===== src/rtl/pid_mixer_if.sv =====
// pid_mixer_if: inertial-reading inputs and mixed motor-speed outputs of pid_mixer.
// The controller side (slave) consumes attitude/thrust and drives the speeds.
interface pid_mixer_if #(
  parameter int SPD_W = 11
);
  logic               vld;
  logic               inertial_cal;
  logic signed [15:0] d_ptch, d_roll, d_yaw;
  logic signed [15:0] ptch, roll, yaw;
  logic        [8:0]  thrst;
  logic [SPD_W-1:0]   frnt_spd, bck_spd, lft_spd, rght_spd;
  logic               spd_vld;
  logic               busy;

  modport master (
    output vld, inertial_cal, d_ptch, d_roll, d_yaw, ptch, roll, yaw, thrst,
    input  frnt_spd, bck_spd, lft_spd, rght_spd, spd_vld, busy
  );

  modport slave (
    input  vld, inertial_cal, d_ptch, d_roll, d_yaw, ptch, roll, yaw, thrst,
    output frnt_spd, bck_spd, lft_spd, rght_spd, spd_vld, busy
  );
endinterface


===== src/rtl/pid_mixer.sv =====
// pid_mixer: time-multiplexed PID over pitch/roll/yaw feeding a quad motor mixer.
// One shared error/P/D datapath is stepped over the three axes (PTCH, ROLL, YAW),
// then MIX loads four clamped, registered motor speeds and pulses spd_vld.
// Optional integral term: define PID_I_TERM_EN to add per-axis integrators.
module pid_mixer #(
  parameter int               D_QUEUE_DEPTH = 14,
  parameter int               D_COEFF       = 7,
  parameter int               ERR_W         = 10,
  parameter int               SPD_W         = 11,
  parameter logic [SPD_W-1:0] CAL_SPEED     = 11'h1B0,
  parameter int               MIN_RUN_SPEED = 512,
  parameter int               I_SHIFT       = 6
)(
  input  logic       clk,
  input  logic       rst_n,
  pid_mixer_if.slave bus
);
  localparam int MIX_W  = SPD_W + 2;
  localparam int TERM_W = MIX_W;
  localparam int DIF_W  = ERR_W + 1;

  localparam logic signed [16:0]       EMAX = 17'(2**(ERR_W-1) - 1);
  localparam logic signed [16:0]       EMIN = -EMAX - 17'sd1;
  localparam logic signed [DIF_W-1:0]  DMAX = DIF_W'(31);
  localparam logic signed [DIF_W-1:0]  DMIN = DIF_W'(-32);
  localparam logic signed [TERM_W-1:0] DCO  = TERM_W'(D_COEFF);
  localparam logic signed [MIX_W-1:0]  SMAX = MIX_W'(2**SPD_W - 1);
  localparam logic signed [MIX_W-1:0]  BASE = MIX_W'(MIN_RUN_SPEED);

  typedef enum logic [2:0] {IDLE, PTCH, ROLL, YAW, MIX} state_t;
  state_t state, state_nxt;

  // snapshot of the reading being processed, index 0/1/2 = pitch/roll/yaw
  logic [2:0][15:0] des_q, act_q;
  logic [8:0]       thrst_q;

  logic [1:0]       ax;
  logic             axis_act;
  logic [2:0]       shift;

  logic signed [16:0]       err_raw;
  logic signed [ERR_W-1:0]  err_sat;
  logic signed [ERR_W-1:0]  tail_sel;
  logic signed [DIF_W-1:0]  diff;
  logic signed [5:0]        diff_sat;
  logic signed [TERM_W-1:0] pterm, dterm, pd;

  logic [2:0][ERR_W-1:0]  tails;
  logic [2:0][TERM_W-1:0] terms;

  logic signed [MIX_W-1:0] base, p_t, r_t, y_t;
  logic signed [MIX_W-1:0] frnt_s, bck_s, lft_s, rght_s;

  // state register
  always_ff @(posedge clk or negedge rst_n) begin
    if (!rst_n) state <= IDLE;
    else        state <= state_nxt;
  end

  // next-state: a reading is only accepted while idle, extra vld is dropped
  always_comb begin
    state_nxt = state;
    case (state)
      IDLE:    if (bus.vld) state_nxt = PTCH;
      PTCH:    state_nxt = ROLL;
      ROLL:    state_nxt = YAW;
      YAW:     state_nxt = MIX;
      MIX:     state_nxt = IDLE;
      default: state_nxt = IDLE;
    endcase
  end

  // capture attitude and thrust when a reading is accepted
  always_ff @(posedge clk or negedge rst_n) begin
    if (!rst_n) begin
      des_q   <= '0;
      act_q   <= '0;
      thrst_q <= '0;
    end else if (state == IDLE && bus.vld) begin
      des_q   <= {bus.d_yaw, bus.d_roll, bus.d_ptch};
      act_q   <= {bus.yaw, bus.roll, bus.ptch};
      thrst_q <= bus.thrst;
    end
  end

  // which axis owns the shared datapath this cycle
  always_comb begin
    ax       = 2'd0;
    axis_act = 1'b0;
    case (state)
      PTCH: begin ax = 2'd0; axis_act = 1'b1; end
      ROLL: begin ax = 2'd1; axis_act = 1'b1; end
      YAW:  begin ax = 2'd2; axis_act = 1'b1; end
      default: ;
    endcase
  end

  // shared error -> P + D datapath for the selected axis
  always_comb begin
    err_raw = 17'(signed'(act_q[ax])) - 17'(signed'(des_q[ax]));
    if (err_raw > EMAX)      err_sat = EMAX[ERR_W-1:0];
    else if (err_raw < EMIN) err_sat = EMIN[ERR_W-1:0];
    else                     err_sat = err_raw[ERR_W-1:0];

    pterm = TERM_W'(err_sat >>> 1) + TERM_W'(err_sat >>> 3);

    tail_sel = tails[ax];
    diff     = DIF_W'(err_sat) - DIF_W'(tail_sel);
    if (diff > DMAX)      diff_sat = DMAX[5:0];
    else if (diff < DMIN) diff_sat = DMIN[5:0];
    else                  diff_sat = diff[5:0];

    dterm = TERM_W'(diff_sat) * DCO;
    pd    = pterm + dterm;
  end

  // per-axis history queue, integrator and term register
  for (genvar a = 0; a < 3; a++) begin : g_axis
    assign shift[a] = axis_act && (ax == 2'(a));

    pid_mixer_axis #(
      .DEPTH   (D_QUEUE_DEPTH),
      .ERR_W   (ERR_W),
      .TERM_W  (TERM_W),
      .I_SHIFT (I_SHIFT)
    ) u_axis (
      .clk   (clk),
      .rst_n (rst_n),
      .shift (shift[a]),
      .cal   (bus.inertial_cal),
      .err   (err_sat),
      .pd    (pd),
      .tail  (tails[a]),
      .term  (terms[a])
    );
  end

  function automatic logic [SPD_W-1:0] clamp(input logic signed [MIX_W-1:0] s);
    if (s < 0)         return '0;
    else if (s > SMAX) return '1;
    else               return s[SPD_W-1:0];
  endfunction

  // motor mix from the registered axis terms
  always_comb begin
    base   = BASE + signed'(MIX_W'(thrst_q));
    p_t    = signed'(terms[0]);
    r_t    = signed'(terms[1]);
    y_t    = signed'(terms[2]);
    frnt_s = base - p_t - y_t;
    bck_s  = base + p_t - y_t;
    lft_s  = base - r_t + y_t;
    rght_s = base + r_t + y_t;
  end

  // output registers: calibration overrides everything, otherwise load on MIX
  always_ff @(posedge clk or negedge rst_n) begin
    if (!rst_n) begin
      bus.frnt_spd <= '0;
      bus.bck_spd  <= '0;
      bus.lft_spd  <= '0;
      bus.rght_spd <= '0;
      bus.spd_vld  <= 1'b0;
    end else begin
      bus.spd_vld <= (state == MIX);
      if (bus.inertial_cal) begin
        bus.frnt_spd <= CAL_SPEED;
        bus.bck_spd  <= CAL_SPEED;
        bus.lft_spd  <= CAL_SPEED;
        bus.rght_spd <= CAL_SPEED;
      end else if (state == MIX) begin
        bus.frnt_spd <= clamp(frnt_s);
        bus.bck_spd  <= clamp(bck_s);
        bus.lft_spd  <= clamp(lft_s);
        bus.rght_spd <= clamp(rght_s);
      end
    end
  end

  assign bus.busy = (state != IDLE);
endmodule

// pid_mixer_axis: one axis lane -- D-term error history, optional integrator,
// and the registered axis term. Everything updates only in the lane's own cycle.
module pid_mixer_axis #(
  parameter int DEPTH   = 14,
  parameter int ERR_W   = 10,
  parameter int TERM_W  = 13,
  parameter int I_SHIFT = 6
)(
  input  logic                     clk,
  input  logic                     rst_n,
  input  logic                     shift,
  input  logic                     cal,
  input  logic signed [ERR_W-1:0]  err,
  input  logic signed [TERM_W-1:0] pd,
  output logic        [ERR_W-1:0]  tail,
  output logic signed [TERM_W-1:0] term
);
  logic [DEPTH-1:0][ERR_W-1:0] q, q_nxt;
  logic signed [TERM_W-1:0]    term_nxt;

  if (DEPTH == 1) begin : g_q1
    assign q_nxt = err;
  end else begin : g_qn
    assign q_nxt = {q[DEPTH-2:0], err};
  end

  assign tail = q[DEPTH-1];

  // error history: newest at [0], oldest at the tail used by the D term
  always_ff @(posedge clk or negedge rst_n) begin
    if (!rst_n)     q <= '0;
    else if (shift) q <= q_nxt;
  end

`ifdef PID_I_TERM_EN
  localparam logic signed [15:0] IMAX = 16'(2**(ERR_W-1) - 1);
  localparam logic signed [15:0] IMIN = -IMAX - 16'sd1;

  logic signed [15:0]      integ, integ_nxt, ishr;
  logic signed [16:0]      isum;
  logic signed [ERR_W-1:0] iterm;

  // saturating accumulate; iterm follows the freshly accumulated value
  always_comb begin
    isum = 17'(integ) + 17'(err);
    if (isum > 17'sd32767)       integ_nxt = 16'sh7FFF;
    else if (isum < -17'sd32768) integ_nxt = 16'sh8000;
    else                         integ_nxt = isum[15:0];
    ishr = integ_nxt >>> I_SHIFT;
    if (ishr > IMAX)      iterm = IMAX[ERR_W-1:0];
    else if (ishr < IMIN) iterm = IMIN[ERR_W-1:0];
    else                  iterm = ishr[ERR_W-1:0];
    term_nxt = pd + TERM_W'(iterm);
  end

  // integrator: wiped while the IMU calibrates
  always_ff @(posedge clk or negedge rst_n) begin
    if (!rst_n)     integ <= '0;
    else if (cal)   integ <= '0;
    else if (shift) integ <= integ_nxt;
  end
`else
  logic unused_cfg;
  assign unused_cfg = ^{cal, 32'(I_SHIFT)};
  assign term_nxt   = pd;
`endif

  // registered axis term consumed by the mixer
  always_ff @(posedge clk or negedge rst_n) begin
    if (!rst_n)     term <= '0;
    else if (shift) term <= term_nxt;
  end
endmodule


===== src/flat_wrapper.sv =====
// flat-port wrapper written by rule: the top's interface ports become plain ports
module pid_mixer_flat 
#(
  parameter int               D_QUEUE_DEPTH = 14,
  parameter int               D_COEFF       = 7,
  parameter int               ERR_W         = 10,
  parameter int               SPD_W         = 11,
  parameter logic [SPD_W-1:0] CAL_SPEED     = 11'h1B0,
  parameter int               MIN_RUN_SPEED = 512,
  parameter int               I_SHIFT       = 6
)
  (clk, rst_n, bus_vld, bus_inertial_cal, bus_d_ptch, bus_d_roll, bus_d_yaw, bus_ptch, bus_roll, bus_yaw, bus_thrst, bus_frnt_spd, bus_bck_spd, bus_lft_spd, bus_rght_spd, bus_spd_vld, bus_busy);
  pid_mixer_if #(.SPD_W(SPD_W)) bus_i ();
  input  logic clk;
  input  logic rst_n;
  input wire logic [$bits(bus_i.vld)-1:0] bus_vld;
  input wire logic [$bits(bus_i.inertial_cal)-1:0] bus_inertial_cal;
  input wire logic [$bits(bus_i.d_ptch)-1:0] bus_d_ptch;
  input wire logic [$bits(bus_i.d_roll)-1:0] bus_d_roll;
  input wire logic [$bits(bus_i.d_yaw)-1:0] bus_d_yaw;
  input wire logic [$bits(bus_i.ptch)-1:0] bus_ptch;
  input wire logic [$bits(bus_i.roll)-1:0] bus_roll;
  input wire logic [$bits(bus_i.yaw)-1:0] bus_yaw;
  input wire logic [$bits(bus_i.thrst)-1:0] bus_thrst;
  output wire logic [$bits(bus_i.frnt_spd)-1:0] bus_frnt_spd;
  output wire logic [$bits(bus_i.bck_spd)-1:0] bus_bck_spd;
  output wire logic [$bits(bus_i.lft_spd)-1:0] bus_lft_spd;
  output wire logic [$bits(bus_i.rght_spd)-1:0] bus_rght_spd;
  output wire logic [$bits(bus_i.spd_vld)-1:0] bus_spd_vld;
  output wire logic [$bits(bus_i.busy)-1:0] bus_busy;
  assign bus_i.vld = bus_vld;
  assign bus_i.inertial_cal = bus_inertial_cal;
  assign bus_i.d_ptch = bus_d_ptch;
  assign bus_i.d_roll = bus_d_roll;
  assign bus_i.d_yaw = bus_d_yaw;
  assign bus_i.ptch = bus_ptch;
  assign bus_i.roll = bus_roll;
  assign bus_i.yaw = bus_yaw;
  assign bus_i.thrst = bus_thrst;
  assign bus_frnt_spd = bus_i.frnt_spd;
  assign bus_bck_spd = bus_i.bck_spd;
  assign bus_lft_spd = bus_i.lft_spd;
  assign bus_rght_spd = bus_i.rght_spd;
  assign bus_spd_vld = bus_i.spd_vld;
  assign bus_busy = bus_i.busy;
  pid_mixer #(.D_QUEUE_DEPTH(D_QUEUE_DEPTH), .D_COEFF(D_COEFF), .ERR_W(ERR_W), .SPD_W(SPD_W), .CAL_SPEED(CAL_SPEED), .MIN_RUN_SPEED(MIN_RUN_SPEED), .I_SHIFT(I_SHIFT)) u_core (.clk(clk), .rst_n(rst_n), .bus(bus_i));
endmodule

===== config.mk =====
export PLATFORM = sky130hd
export DESIGN_NAME = pid_mixer_flat
export DESIGN_NICKNAME = d
export VERILOG_FILES = /design/src/rtl/pid_mixer_if.sv /design/src/rtl/pid_mixer.sv /design/src/flat_wrapper.sv
export SDC_FILE = /design/constraint.sdc
export NUM_CORES = 1
export LEC_CHECK = 0
export BUFFER_PORTS_ARGS = -buffer_cell sky130_fd_sc_hd__buf_2
export CORE_MARGIN = 10
export CORE_UTILIZATION = 65
export DETAILED_ROUTE_END_ITERATION = 8
export HOLD_SLACK_MARGIN = 0.15
export PLACE_DENSITY_LB_ADDON = 0.25
export SETUP_SLACK_MARGIN = 0.02
export SLEW_MARGIN = 20
export SYNTH_ARGS = -nofsm -noshare
export SYNTH_HDL_FRONTEND = slang
export SYNTH_SLANG_ARGS = --single-unit

===== constraint.sdc =====
create_clock -name clk -period 22.7 [get_ports clk]
set_clock_uncertainty 0.05 [all_clocks]
set_input_delay 1.135 -clock clk [delete_from_list [all_inputs] [get_ports clk]]
set_output_delay 1.135 -clock clk [all_outputs]
set_load 0.05 [all_outputs]

After elaboration in Yosys (flattened, before gate mapping):

Index checks and enable logic that the tools add are counted.

* flip-flop bits (word level): 612
* input port bits: 109
* output and inout port bits: 46
* logic and storage cells: 131

* $add $sub $neg: 13
* multiply operators: 1
* $lt $le $gt $ge: 13
* equal/unequal tests: 7
* multiplexer cells: 30
* reductions and logical operators: 9

Operator list (number)
* $mux 11: 16
* $add 13x13->13: 5
* $bmux 16 s2: 2
* $gt 13x12->1 const B: 4
* $lt 13x1->1 const B: 4
* $sub 13x13->13: 4
* $mux 16: 2
* $mux 10: 3
* $bmux 10 s2: 1
* $gt 17x10->1 const B: 1
* $lt 17x10->1 const B: 1
* $sub 16x16->17: 1
* $mux 6: 2
* $pmux 3 s4: 1
* $add 10x9->11 const A: 1
* $gt 11x6->1 const B: 1
* $lt 11x6->1 const B: 1
* $sub 10x10->11: 1
* $add 9x7->10: 1
* $mul 6x4->10 const B: 1
* $eq 3x2->1 const B: 2
* $logic_and 1x1->1: 4
* $pmux 2 s2: 1
* $eq 3x1->1 const B: 1
* 12 further kinds: 12

Longest topological paths before layout:

Gate-level depths: netlist of run 1.

* depth in word-level cells: 14
* depth in mapped cells: 50
* mapped depth without buffers: 47

Hierarchy:

From an unflattened synthesis of run 1, not the netlist that was laid out.

* cell total of the unflattened synthesis: 2362
* area, all modules: 31057.3 um^2

By module, submodules not included
* pid_mixer_axis: instances 3, cells each 333, area an instance 6030.8 um^2, seq. area each 3828.7 um^2
* pid_mixer: instances 1, cells each 1363, area an instance 12964.9 um^2, seq. area each 3828.7 um^2

Worst setup path before layout of run 1:

No wires, ideal clock.

* path type: reg-to-reg
* from: register u_core.state[0]
* to: register u_core.g_axis[1].u_axis.term[10]
* library setup time: 0.137 ns
* arrival: 10.233 ns
* required time: 22.513 ns
* path slack: 12.281 ns
* stages on the path, launching flop included: 49
* path buffers: 6
* period minus slack after synthesis: 10.419 ns
* path through: dfrtp_1 -> clkbuf_1 -> clkbuf_1 -> clkbuf_1 -> clkbuf_1 -> mux2i_1 -> o21ai_0 -> ha_1 -> inv_1 -> fa_1 -> a21o_1 -> a221oi_2 -> o311ai_1 -> xor2_1 -> a21oi_1 -> and4_1 -> a21oi_2 -> buf_6 -> [... 13 more ...] -> buf_2 -> o21ai_0 -> ha_1 -> xor2_1 -> xor2_1 -> ha_1 -> a31o_2 -> a21oi_1 -> o21bai_1 -> a21oi_1 -> nor2_1 -> o31a_1 -> o22ai_1 -> ha_1 -> nor2b_1 -> a31oi_1 -> nand2_1 -> a21boi_0

* cells in the longest elaborated chain, start to end: 14
* elaborated cells on any way between the ends: 27
* those cells by class: add/sub (4); mul (1); order compare (4); eq/ne (4); mux (12); reduce/logical (2)

RTL lines
* start: declaration: RTL line pid_mixer.sv:31 `state_t state, state_nxt;`
* start signal: assignment: RTL line pid_mixer.sv:57 `else state <= state_nxt;`
* $eq 3x2->1: RTL line pid_mixer.sv:90 `case (state)`
* $pmux 2 s2: RTL line pid_mixer.sv:90
* $bmux 16 s2: RTL line pid_mixer.sv:100 `err_raw = 17'(signed'(act_q[ax])) - 17'(signed'(des_q[ax]));`
* $mux 16 (implied by the code): RTL line pid_mixer.sv:100
* $sub 16x16->17: RTL line pid_mixer.sv:100
* $lt 17x10->1: RTL line pid_mixer.sv:102 `else if (err_raw < EMIN) err_sat = EMIN[ERR_W-1:0];`
* $mux 10: RTL line pid_mixer.sv:102
* $mux 10: RTL line pid_mixer.sv:101 `if (err_raw > EMAX) err_sat = EMAX[ERR_W-1:0];`
* $sub 10x10->11: RTL line pid_mixer.sv:108 `diff = DIF_W'(err_sat) - DIF_W'(tail_sel);`
* $lt 11x6->1: RTL line pid_mixer.sv:110 `else if (diff < DMIN) diff_sat = DMIN[5:0];`
* $mux 6: RTL line pid_mixer.sv:110
* $mux 6: RTL line pid_mixer.sv:109 `if (diff > DMAX) diff_sat = DMAX[5:0];`
* $mul 6x4->10: RTL line pid_mixer.sv:113 `dterm = TERM_W'(diff_sat) * DCO;`
* $add 13x13->13: RTL line pid_mixer.sv:114 `pd = pterm + dterm;`
* end signal: assignment: RTL line pid_mixer.sv:253 `else if (shift) term <= term_nxt;`
* end: declaration: RTL line pid_mixer.sv:198 `output logic signed [TERM_W-1:0] term`

Several ways; a longest one is shown, not always the timed one. The select of a mux whose other input is x is not followed.
A chain may end at the register's enable or synchronous reset.

Worst setup path in the final report of run 1:

* from: register u_core.state[0]
* to: register u_core.g_axis[2].u_axis.term[10]

* cells in the longest elaborated chain, start to end: 14
* elaborated cells on any way between the ends: 27
* those cells by class: add/sub (4); mul (1); order compare (4); eq/ne (4); mux (12); reduce/logical (2)

RTL lines (RTL line)
* $eq 3x2->1: pid_mixer.sv:90
* $pmux 2 s2: pid_mixer.sv:90
* $bmux 16 s2: pid_mixer.sv:100
* $mux 16 (implied by the code): pid_mixer.sv:100
* $sub 16x16->17: pid_mixer.sv:100
* $lt 17x10->1: pid_mixer.sv:102
* $mux 10: pid_mixer.sv:102
* $mux 10: pid_mixer.sv:101
* $sub 10x10->11: pid_mixer.sv:108
* $lt 11x6->1: pid_mixer.sv:110
* $mux 6: pid_mixer.sv:110
* $mux 6: pid_mixer.sv:109
* $mul 6x4->10: pid_mixer.sv:113
* $add 13x13->13: pid_mixer.sv:114
* end signal: assignment: pid_mixer.sv:253
* end: declaration: pid_mixer.sv:198

Several ways; a longest one is shown, not always the timed one. The select of a mux whose other input is x is not followed.

==> qor.txt, run 1 <==
Synth top area share - 52.1%
register bit total from synthesis - 612
Initial Util - 66.2%
antenna-violating nets left - 0
core box area - 44400 µm²
worst path arrival time - 11880 ps
largest net degree at the start of global routing - 197
endpoint of the worst hold path - u_core.g_axis[1].u_axis.tail[4]
Yosys top cell by area - dfrtp_1
fin crit period - 11490 ps
Post-CTS Setup Inserts - 0
area grow syn2layout - 11.1%
RePlAce Congestion - 0.905
Via density - 5.50
commonest non-fill, non-tap cell in the layout - nand2_1
Levels on crit path - 43
Ys Warns - 0
first-pass GRT wire length - 112 mm
share of layout cells above drive strength 1 - 12.0%
Least-Margin Pin Slew - 1080 ps
period utilization - 50.6%
die width - 233 µm
Finished Layout Cells - 3962
Fmax - 87.0 MHz
Syn Area/Cell - 9.12 µm²
Die Height - 233 µm
vias in the first global route - 21859
Hold Violations, Final - 0
Net Count, Synth - 3487
status - completed
total gr overflow - 0
H-tree Lvls - 2
initial DRC count - 1679
detailed placement HPWL - 45.5 mm
Worst Setup Path Type - flop to flop
# diodes - 0
Slew HR - 27.8%
IO Pins - 155
initial antenna violation count - 0
Synth cell types - 78
Pre-Repair DR Iteration Count - 5
Critical-path top delay cell - dfrtp_2
Tot GR Track Use - 25.1%
Max Transition Viols Final - 0
CTS Hold Bufs - 0
post-cts resize count - 0
Inserted Clock Buffers - 60
Cells after DPL - 3852
Hold Crit Depth - 2
unrepaired setup endpoints after global routing - false
cell mode on critical path - a21oi_1
top_reg_cell synth - dfrtp_1
reg2reg start - u_core.state[0]
Final setup viols - 0
CTS Root Cell - clkbuf_16
clock buffer depth - 3
Hold WC Path Type - flop to flop
WP data required - 23090 ps
# nets final - 3587
clk slew on worst S/H paths - 70 ps
synth top area cells - dfrtp_1, nand2_1, ha_1
Worst setup SP type - flop
DRT Wirelength - 67.2 mm
Max FO, Critical Path - 32
number of port buffers - 154
drt wl/cell - 17.0 µm
R2R Path End - u_core.g_axis[2].u_axis.term[10]
cells on worst reg2reg path - 43
die area - 54100 µm²
CTS tree - built
number of flops mapped to enable cells by yosys - 0
sequential element share of the synthesized area - 52.1%
Max-Cap Viols - 0
Site Rows - 77
Buf/Inv on CP - 3
Vias - 21796
Top delay family on crit path - compound AO/OA/AOI/OAI gates
FF-to-FF setup slack - 11210 ps
# DRC - 0
Setup Total Neg Slack - 0 ps
clock sink count - 612
mapped cell area - 29400 µm²
hold_sp - u_core.g_axis[1].u_axis.q[124]
worst skew pair latency - 620 ps
asr flop ratio synth - 100%
Setup crit end kind - flop
worst stage delay on the critical path - 720 ps
cells after synthesis - 3222
most frequent cells in the layout - nand2_1, dfrtp_1, o21ai_0, inv_1, buf_2
==> registers in the layout, indices dropped and copies added (netlist names) <==
signal,flops
u_core.g_axis.u_axis.q,390
u_core.act_q,48
u_core.des_q,48
u_core.g_axis.u_axis.term,39
u_core.g_axis.u_axis.tail,30
u_core.bus.bck_spd,11
u_core.bus.frnt_spd,11
u_core.bus.lft_spd,11
u_core.bus.rght_spd,11
u_core.thrst_q,9
u_core.state,3
u_core.bus.spd_vld,1
==> area by class of cell <==
class / instances / area [µm²]
clock inverter: 23 / 277
sequential: 612 / 15300
multi-input combinational: 2315 / 13000
tap: 592 / 741
inverter: 159 / 599
timing repair buffer: 174 / 955
clock buffer: 87 / 1760
fill: 3243 / 11800
==> Yosys cell counts (3+ instances only) <==
cell type	count
nor2_1	92
and2_1	5
and3_1	3
inv_1	157
o21a_1	21
a21boi_0	6
o21ai_1	3
nand4_1	3
or3_1	9
nor2b_1	19
nand3_1	8
o21ai_0	162
nand3b_1	3
a31oi_1	5
o211ai_1	5
o22ai_1	5
a21oi_2	3
mux2i_1	43
ha_1	112
a21oi_1	114
fa_1	44
o21bai_1	3
a2bb2oi_1	3
nor3_1	7
nand2b_1	23
xnor2_1	53
clkbuf_1	118
xor2_1	28
a211o_1	3
mux2_2	96
nand2_1	1360
nor3b_1	3
dfrtp_1	612
a21o_1	23
buf_1	15
==> per-layer routing <==
layer,GRT usage (%),up-vias,part of all wire [%]
met5,0,-,0
met4,7.36,0,2.4
met3,3.71,111,4.8
met2,40.9,475,48
met1,34.6,10761,45
li1,-,10449,-
==> cell families after synthesis <==
logic type               synth area share, %
flip-flops                              52.1
AND/OR/NAND/NOR                         20.5
XOR/XNOR                                2.52
AO/OA/AOI/OAI                           8.04
adder cells (fa/ha/maj)                 7.80
buffers and inverters                   3.80
multiplexers                            5.19
==> worst min-delay path: stages, from the launching register on <==
cell and delay (ps):
dfrtp_1 340, nand2_1 50, nand2_1 50
==> worst max-delay path by stage <==
stage	start	to	slack, ps
4_1_cts	u_core.state[0]	u_core.g_axis[2].u_axis.term[10]	11260
6_report	u_core.state[0]	u_core.g_axis[2].u_axis.term[10]	11210
5_1_grt	u_core.state[0]	u_core.g_axis[2].u_axis.term[10]	10340
3_3_place_gp	u_core.state[0]	u_core.g_axis[0].u_axis.term[10]	11660
3_5_place_dp	u_core.state[0]	u_core.g_axis[2].u_axis.term[10]	11280
2_1_floorplan	u_core.state[0]	u_core.g_axis[1].u_axis.term[10]	12280
==> per-stage QoR <==
| step | instance area [µm²] | utilization, % | hold WS, ps | worst slack (ps) |
|---|---|---|---|---|
| after global routing | 32600 | 73.5 | 416 | 10340 |
| after CTS | 32600 | 73.5 | 404 | 11260 |
| after global placement | 30600 | 68.9 | 396 | 11660 |
| after detailed placement | 30600 | 68.9 | 399 | 11280 |
| after floorplan | 29400 | - | 389 | 12280 |
| final | 32600 | 73.5 | 399 | 11210 |
Power of run 1 is not shown: default switching activity piles up to over one toggle a cycle in this logic, so the estimate is an artifact.
==> inputs of run 2 (changes only) <==
--- a/config.mk
+++ b/config.mk
@@ -7,7 +7,7 @@
 export LEC_CHECK = 0
 export BUFFER_PORTS_ARGS = -buffer_cell sky130_fd_sc_hd__buf_2
 export CORE_MARGIN = 10
-export CORE_UTILIZATION = 65
+export CORE_UTILIZATION = 56
 export DETAILED_ROUTE_END_ITERATION = 8
 export HOLD_SLACK_MARGIN = 0.15
 export PLACE_DENSITY_LB_ADDON = 0.25
==> constraint.sdc (replaced) <==
create_clock -name clk -period 10.16 [get_ports clk]
set_clock_uncertainty 0.05 [all_clocks]
set_input_delay 0.508 -clock clk [delete_from_list [all_inputs] [get_ports clk]]
set_output_delay 0.508 -clock clk [all_outputs]
set_load 0.05 [all_outputs]
==> run 2 against run 1 <==
Effect of this change:
- maximum frequency up 18%
- worst hold slack better by 13 ps
- cell area up 4.9%
- die area up 15%
- critical path depth unchanged
- count of clock-buffer cells in the layout up 12
- cell count up 6.0%
- highest routed layer unchanged
- non-clock buffer count up 140
- register-to-register slack worse by 11000 ps
- via count up 1.6%
- sequential share of layout area down 2.2 points
- critical endpoint is now u_core.g_axis[0].u_axis.term[10]
- sequential cell count unchanged
==> qor.txt, run 2 (synthesis gave the netlist of run 1 again) <==
Hold Violations, Final - 0
Fillers - 4095
Setup crit end kind - flop
Critical-path top delay cell - fa_1
die area - 62000 µm²
Pre-Repair DR Iteration Count - 5
H-tree Lvls - 2
first-pass GRT wire length - 114 mm
die width - 249 µm
antenna-violating nets left - 0
worst skew pair latency - 640 ps
Inserted Clock Buffers - 61
period utilization - 95.7%
drt wl/cell - 16.5 µm
Min Hold Slack - 412 ps
WP data required - 10590 ps
Worst setup SP type - flop
Seq. cell area - 15300 µm²
total gr overflow - 0
Max Transition Viols Final - 0
max FFs per register - 390
Most flops, register - u_core.g_axis.u_axis.q
Worst Setup Path Type - flop to flop
Initial Util - 56.9%
fin crit period - 9720 ps
vias in the first global route - 22148
# nets final - 3728
Multi-input gate area - 13100 µm²
commonest non-fill, non-tap cell in the layout - nand2_1
Max FO, Critical Path - 7
status - completed
Final setup viols - 0
Fmax - 103 MHz
IO Pins - 155
clock buffer depth - 3
Vias - 22155
biggest regs - u_core.g_axis.u_axis.q x390, u_core.act_q x48, u_core.des_q x48
Max-Cap Viols - 0
worst path arrival time - 10150 ps
Die Height - 249 µm
Least-Margin Pin Slew - 1240 ps
Via density - 5.28
detailed placement HPWL - 44.5 mm
Hold WC Path Type - flop to flop
CTS Root Cell - clkbuf_16
DRT Wirelength - 69.5 mm
initial DRC count - 1656
number of port buffers - 154
Site Rows - 83
worst stage delay on the critical path - 550 ps
clock sink count - 612
# DRC - 0
most frequent cells in the layout - nand2_1, dfrtp_1, inv_1, o21ai_0, buf_2
share of layout cells above drive strength 1 - 13.1%
RePlAce Congestion - 0.889
CTS tree - built
largest net degree at the start of global routing - 186
unrepaired setup endpoints after global routing - true
Slew HR - 17.2%
Tot GR Track Use - 21.9%
area grow syn2layout - 16.5%
core box area - 51600 µm²
clk slew on worst S/H paths - 60 ps
initial antenna violation count - 6
-- run 2: cell types whose count changed in the layout (fill, tap and decap cells not counted), moves of 4 or more --
| cell | delta |
|---|---|
| clkbuf_8 | +4 |
| diode_2 | +6 |
| clkbuf_1 | +7 |
| o21ai_0 | -5 |
| buf_4 | +31 |
| a21oi_1 | -7 |
| clkinv_2 | -4 |
| a21oi_2 | +7 |
| dlygate4sd3_1 | +108 |
-- run 2: path summary, 6_finish.rpt --
| check | from | endpoint | slack [ps] | cells after the start |
|---|---|---|---|---|
| worst min-delay path | u_core.g_axis[1].u_axis.q[82] | u_core.g_axis[1].u_axis.q[92] | 410 | 2 |
| max in group asynchronous | rst_n | u_core.g_axis[1].u_axis.q[9] | 7300 | 4 |
| min in group asynchronous | rst_n | u_core.bus.lft_spd[4] | 440 | 2 |
| worst min register to register | u_core.g_axis[1].u_axis.q[82] | u_core.g_axis[1].u_axis.q[92] | 410 | 2 |
| worst max register to register | u_core.state[0] | u_core.g_axis[0].u_axis.term[10] | 440 | 43 |
| worst max-delay path | u_core.state[0] | u_core.g_axis[0].u_axis.term[10] | 440 | 43 |
-- run 2: per-layer routing --
| metal | vias up | wire length, µm | GRT usage, % |
|---|---|---|---|
| li1 | 10742 | - | - |
| met1 | 10808 | 30300 | 28.6 |
| met2 | 448 | 33300 | 36.0 |
| met3 | 157 | 3330 | 3.87 |
| met4 | 0 | 2530 | 8.23 |
| met5 | - | 0 | 0 |
-- run 2: metrics by stage --
stage	TNS (ps)	setup slack [ps]	instance area [µm²]	utilization, %	instances
floorplan	0	76.7	29400	-	3222
global placement	0	113	30800	59.7	3952
detailed placement	-1480	-268	30800	59.7	3952
CTS	0	71.7	34000	65.9	4178
global route	-161	-71.4	34200	66.4	4199
finish	0	438	34200	66.4	4199
-- run 2: worst max-delay path, delay by kind of cell, from the launching register on --
family	cells	cell delay [ps]
AOI/OAI and AO/OA	18	3520
xor gates and xnor gates	1	210
buffers and inverters	6	900
and+or+nand+nor	10	1590
muxes	1	130
DFF	1	530
adders and majority gates	7	2630
-- run 2: final cells by class --
cell class	count	area share, %
multi-input cells	2315	38.3
diodes	6	0.0438
clock inverters	14	0.530
flip-flops and latches	612	44.7
repair buffers	314	6.67
well taps	680	2.48
inverters	159	1.75
clock buffers	99	5.46
-- run 2: what timing repair did --
action / CTS / global route
hold buffers: 108 / 0
endpoints found under the hold margin: 212 / 0
pin swaps: 1 / 15
setup endpoints to repair: 15 / 21
buffers inserted: 5 / 15
gates resized for setup: 6 / 31
Power of run 2 is left out for the same reason.
